`config.mk`:
```
export PLATFORM = sky130hd
export DESIGN_NAME = out_arbiter
export DESIGN_NICKNAME = d
export VERILOG_FILES = /design/src/rtl/out_pkg.sv /design/src/rtl/rr_pick.sv /design/src/rtl/out_arbiter.sv
export SDC_FILE = /design/constraint.sdc
export NUM_CORES = 1
export LEC_CHECK = 0
export ABC_AREA = 1
export CAP_MARGIN = 20
export CORE_MARGIN = 8
export CORE_UTILIZATION = 30
export DETAILED_ROUTE_END_ITERATION = 6
export PLACE_DENSITY_LB_ADDON = 0.15
export SETUP_SLACK_MARGIN = 0.02
export SLEW_MARGIN = 20
export SYNTH_ARGS = -nofsm -noshare
export SYNTH_HDL_FRONTEND = slang
export SYNTH_HIERARCHICAL = 1
export SYNTH_SLANG_ARGS = --single-unit
export TNS_END_PERCENT = 50
```
`constraint.sdc`:
```
create_clock -name clock -period 1.85 [get_ports clock]
set_input_delay 0.2775 -clock clock [delete_from_list [all_inputs] [get_ports clock]]
set_output_delay 0.2775 -clock clock [all_outputs]
set_load 0.02 [all_outputs]
```
`src/rtl/out_pkg.sv`:
```
// rtl/out_pkg.sv - shared widths, state encoding and pointer helper for the display-port arbiter
package out_pkg;

  localparam int OUT_VAL_W = 16;
  localparam int OUT_SEL_W = 4;
  localparam int MAX_REQ   = 8;

  typedef enum logic {
    ST_IDLE,
    ST_GAP
  } state_e;

  // Next round-robin start position after index p, wrapping at n.
  function automatic logic [2:0] ptr_inc(input logic [2:0] p, input int n);
    return (int'(p) == n - 1) ? 3'd0 : p + 3'd1;
  endfunction

endpackage

```
`src/rtl/rr_pick.sv`:
```
// rtl/rr_pick.sv - combinational round-robin priority encoder over the full flags
module rr_pick #(
  parameter int NREQ = 4
) (
  input  logic [NREQ-1:0] full,
  input  logic [2:0]      rr_ptr,
  output logic            any,
  output logic [2:0]      winner
);

  // First pass looks at or after rr_ptr; the second pass only matters when
  // every full index lies below rr_ptr, which is the wrap-around case.
  always_comb begin
    any    = 1'b0;
    winner = 3'd0;
    for (int i = 0; i < NREQ; i++) begin
      if (!any && full[i] && (3'(i) >= rr_ptr)) begin
        any    = 1'b1;
        winner = 3'(i);
      end
    end
    for (int i = 0; i < NREQ; i++) begin
      if (!any && full[i]) begin
        any    = 1'b1;
        winner = 3'(i);
      end
    end
  end

endmodule

```
`src/rtl/out_arbiter.sv`:
```
// rtl/out_arbiter.sv - round-robin arbiter sharing the 7-segment display write port among requesters
module out_arbiter
  import out_pkg::*;
#(
  parameter int NREQ = 4,
  parameter int GAP  = 0
) (
  input  logic                      clock,
  input  logic                      reset_n,
  input  logic [NREQ-1:0]           req_valid,
  output logic [NREQ-1:0]           req_ready,
  input  logic [OUT_VAL_W*NREQ-1:0] req_val,
  input  logic [OUT_SEL_W*NREQ-1:0] req_sel,
  output logic [OUT_VAL_W-1:0]      outval1,
  output logic [OUT_SEL_W-1:0]      outsel,
  output logic                      outdisplay,
  output logic [2:0]                grant_id,
  output logic                      busy
);

  logic [NREQ-1:0]      full_q, full_d;
  logic [OUT_VAL_W-1:0] val_q [NREQ];
  logic [OUT_VAL_W-1:0] val_d [NREQ];
  logic [OUT_SEL_W-1:0] sel_q [NREQ];
  logic [OUT_SEL_W-1:0] sel_d [NREQ];
  logic [2:0]           rr_ptr_q, rr_ptr_d;
  state_e               state_q, state_d;
  logic [3:0]           gap_cnt_q, gap_cnt_d;
  logic [OUT_VAL_W-1:0] outval1_q, outval1_d;
  logic [OUT_SEL_W-1:0] outsel_q, outsel_d;
  logic                 outdisplay_q, outdisplay_d;
  logic [2:0]           grant_id_q, grant_id_d;

  logic                 pick_any;
  logic [2:0]           pick_winner;

  rr_pick #(.NREQ(NREQ)) u_rr_pick (
    .full   (full_q),
    .rr_ptr (rr_ptr_q),
    .any    (pick_any),
    .winner (pick_winner)
  );

  always_comb begin
    full_d       = full_q;
    val_d        = val_q;
    sel_d        = sel_q;
    rr_ptr_d     = rr_ptr_q;
    state_d      = state_q;
    gap_cnt_d    = gap_cnt_q;
    outval1_d    = outval1_q;
    outsel_d     = outsel_q;
    grant_id_d   = grant_id_q;
    outdisplay_d = 1'b0;

    // Accepts only touch empty buffers and grants only touch full ones, so
    // the two updates below never collide on the same index.
    for (int i = 0; i < NREQ; i++) begin
      if (req_valid[i] && !full_q[i]) begin
        full_d[i] = 1'b1;
        val_d[i]  = req_val[OUT_VAL_W*i +: OUT_VAL_W];
        sel_d[i]  = req_sel[OUT_SEL_W*i +: OUT_SEL_W];
      end
    end

    case (state_q)
      ST_IDLE: begin
        if (pick_any) begin
          for (int i = 0; i < NREQ; i++) begin
            if (3'(i) == pick_winner) begin
              outval1_d = val_q[i];
              outsel_d  = sel_q[i];
              full_d[i] = 1'b0;
            end
          end
          grant_id_d   = pick_winner;
          outdisplay_d = 1'b1;
          rr_ptr_d     = ptr_inc(pick_winner, NREQ);
          if (GAP > 0) begin
            state_d   = ST_GAP;
            gap_cnt_d = 4'(GAP);
          end
        end
      end
      ST_GAP: begin
        gap_cnt_d = gap_cnt_q - 4'd1;
        if (gap_cnt_q <= 4'd1) begin
          state_d   = ST_IDLE;
          gap_cnt_d = 4'd0;
        end
      end
      default: begin
        state_d   = ST_IDLE;
        gap_cnt_d = 4'd0;
      end
    endcase
  end

  always_ff @(posedge clock or negedge reset_n) begin
    if (!reset_n) begin
      full_q       <= '0;
      rr_ptr_q     <= 3'd0;
      state_q      <= ST_IDLE;
      gap_cnt_q    <= 4'd0;
      outval1_q    <= '0;
      outsel_q     <= '0;
      outdisplay_q <= 1'b0;
      grant_id_q   <= 3'd0;
      for (int i = 0; i < NREQ; i++) begin
        val_q[i] <= '0;
        sel_q[i] <= '0;
      end
    end else begin
      full_q       <= full_d;
      val_q        <= val_d;
      sel_q        <= sel_d;
      rr_ptr_q     <= rr_ptr_d;
      state_q      <= state_d;
      gap_cnt_q    <= gap_cnt_d;
      outval1_q    <= outval1_d;
      outsel_q     <= outsel_d;
      outdisplay_q <= outdisplay_d;
      grant_id_q   <= grant_id_d;
    end
  end

  assign req_ready  = ~full_q;
  assign outval1    = outval1_q;
  assign outsel     = outsel_q;
  assign outdisplay = outdisplay_q;
  assign grant_id   = grant_id_q;
  assign busy       = (|full_q) || (state_q != ST_IDLE);

endmodule

```
==> metrics.cfg <==
[sta]
drv_slew = 0
hold_violations = 0
finalSetupViolCount = 24
rsz0062_at_grt = true
max_slew_margin_pct = 58.0
min_period_ns = 2.07
hold_ws_ns = 0.447
fin_tns_setup_ns = -3.96
fin_crit_sh_pct = 112
fmax_mhz = 482
worstMarginPinSlew_ns = 0.630
worst_slack_ns = -0.225
skew_ns = 0.00705

[outcome]
violations = negative setup slack
status = complete, but fails checks

[yosys]
synthTopCellsByArea = dfrtp_1 (51%), nand2_1 (8.5%), mux2_1 (6.0%), nor2_1 (5.7%), nand3_1 (5.3%)
syn_inst = 658
syn_avg_cell_area_um2 = 8.58
ys_types = 34
synth_top_cell_area_share_pct = 51.4
ys_warn_count = 6
ys.flop_type = dfrtp_1
synth_top_area_cell = dfrtp_1
synth_edf_count = 0
synth_area_um2 = 5640
syn_nets = 750
ys_seq_area_share_pct = 51.4
ys_async_sr_fraction_pct = 100
ys_seq_elements = 116

[grt]
grt_pass1_wl_mm = 26.6
track_usage_pct = 14.5
grt_max_degree = 117
first_global_vias = 4862
antenna_found_initial = 0
overflow = 0

[pwr]
leakagePower_nw = 3.97
total_power_mw = 14.9
power_density_nw_per_um2 = 1840
vdd_drop_max_v = 0.000790

[drt]
first_iter_violations = 286
viasPerCell = 4.42
vias = 4622
final_antenna_net_count = 0
drc = 0
first_pass_iters = 4
routed_wl_mm = 16.6
detail_route.wl_per_cell_um = 15.8

[floorplan]
fp.dieH_um = 153
design.core.area_um2 = 18600
dieArea_um2 = 23500
core.rowCount = 50
ioPinCount = 115
initial_utilization_pct = 30.4
fp.dieW_um = 153

[final_layout]
fin_util_pct = 43.8
final_common_cell = dfrtp_1
area_delta_synth_final_pct = 44.1
finalInstanceArea_um2 = 8130
drive_gt1_share_pct = 23.3
final_cell_mix = dfrtp_1 (113), nand2_1 (108), clkdlybuf4s50_1 (108), nor2_1 (85), inv_1 (54)
n_antenna_cell = 0
nNetsFinal = 893
stdcell_count = 1046

[clock_network]
clock_sinks = 116
cts_tree = built
clkLatencyLatePin_ns = 0.41
root_buffer = clkbuf_16
max-clock-path-buffers = 2
cts_buffers = 17
htree_num_levels = 4
path_clk_slew_ns = 0.05

[placement]
dp_slack_ns = -0.254
place_area_um2 = 7220
dp.cells = 1007
portBuffers = 114
place_hpwl_mm = 11.9
gp_congestion = 0.803

[setup_path]
critPathArrivalTime_ns = 2.37
crit_type = register to register
slowest_delay_ns = 0.42
critPathBufInv = 6
crit_required_ns = 2.15
critPathTopFamily = simple AND/OR/NAND/NOR gates
slowest_stage = dfrtp_1
critPathLaunchType = register
cp_max_fo = 8
worstSetupEndpointType = register
path_cells = buf_6 -> nor2_4 -> nand2_2 -> nand3_2 -> nand2_1 -> nor2_1 -> nand2_2 -> buf_6 -> ha_4 -> inv_4 -> nor2_4 -> clkinv_4 -> buf_12 -> nand2_4 -> inv_2 -> nand2_2 -> nand2_1 -> nand2_1

[job]
cap_violations = 0

[min_path]
hp-class = input port to register

final timing paths:
kind	startpoint	end	slack, ns	cells after the start
max	rr_ptr_q[1]$_DFFE_PN0P_	outval1[14]$_DFFE_PN0P_	-0.22	18
min	req_val[31]	val_q[47]$_DFFE_PN0P_	0.45	3
max reg2reg	rr_ptr_q[1]$_DFFE_PN0P_	outval1[14]$_DFFE_PN0P_	-0.22	18
min reg2reg	outval1[11]$_DFFE_PN0P_	outval1[11]$_DFFE_PN0P_	0.48	2
max in group asynchronous	reset_n	sel_q[10]$_DFFE_PN0P_	0.87	3
min in group asynchronous	reset_n	outval1[0]$_DFFE_PN0P_	0.50	3
layer usage:
layer  GRT usage (%)  part of all wire [%]
met1            19.4                    48
met2            22.5                    47
met3            3.67                   4.2
met4            4.67                   1.0
met5               0                     0
kinds of logic (layout without fill, tap and decap cells):
| kind of cell | after synthesis | after routing | synth area share [%] |
|---|---|---|---|
| xor gates and xnor gates | 1 | 1 | 0.155 |
| buffers and inverters | 121 | 275 | 9.33 |
| DFF | 116 | 116 | 51.4 |
| and+or+nand+nor | 310 | 310 | 24.3 |
| AOI/OAI and AO/OA | 68 | 68 | 6.36 |
| other | 1 | 1 | 0.0664 |
| muxes | 35 | 35 | 6.98 |
| adders and majority gates | 6 | 6 | 1.33 |
registers in the layout (all words and copies together) (netlist names):
register,count
full_q,4
gap_cnt_q,4
grant_id,3
outdisplay,1
outsel,4
outval1,16
rr_ptr_q,3
sel_q,16
state_q,1
val_q,64
worst min-delay path, cell delays in order:
cell and delay [ns]:
clkdlybuf4s50_1 0.40, nor2_1 0.10, a21oi_1 0.04
power by group:
| group | total (mW) | leakage, nW | switching, mW | internal, mW |
|---|---|---|---|---|
| clock | 3.08 | 0.273 | 1.11 | 1.96 |
| combinational | 7.49 | 2.37 | 4.20 | 3.30 |
| sequential | 4.37 | 1.33 | 0.639 | 3.73 |
timing repair:
action | 4_1_cts | 5_1_grt
resized for setup | 55 | 29
endpoints found under the hold margin | 49 | 0
setup endpoints to repair | 27 | 26
setup buffers | 2 | 3
pin swaps | 13 | 10
gates cloned | 3 | 0
hold buffers | 1 | 0
final cells by class:
type / instances / area [µm²]
flip-flops and latches: 116 / 2910
clock buffers: 25 / 495
inverters: 88 / 343
fillers: 1814 / 10400
well taps: 234 / 293
repair buffers: 157 / 1600
multi-input cells: 421 / 2450
clock inverters: 5 / 50.0
cells in the mapped netlist (2+ instances only):
cell / count
nand2_4: 4
o21ai_1: 3
mux2_1: 30
a21oi_1: 55
buf_2: 18
nand3_2: 5
nor3_1: 2
nor2_1: 86
ha_1: 6
buf_6: 5
nor2_2: 2
o21ai_0: 3
mux2_2: 5
inv_1: 58
nand3_1: 60
clkbuf_1: 7
buf_4: 2
inv_4: 2
nand2_2: 20
inv_2: 28
dfrtp_1: 116
o22a_1: 2
nand2_1: 128
Power figures use the tool's default switching activity.
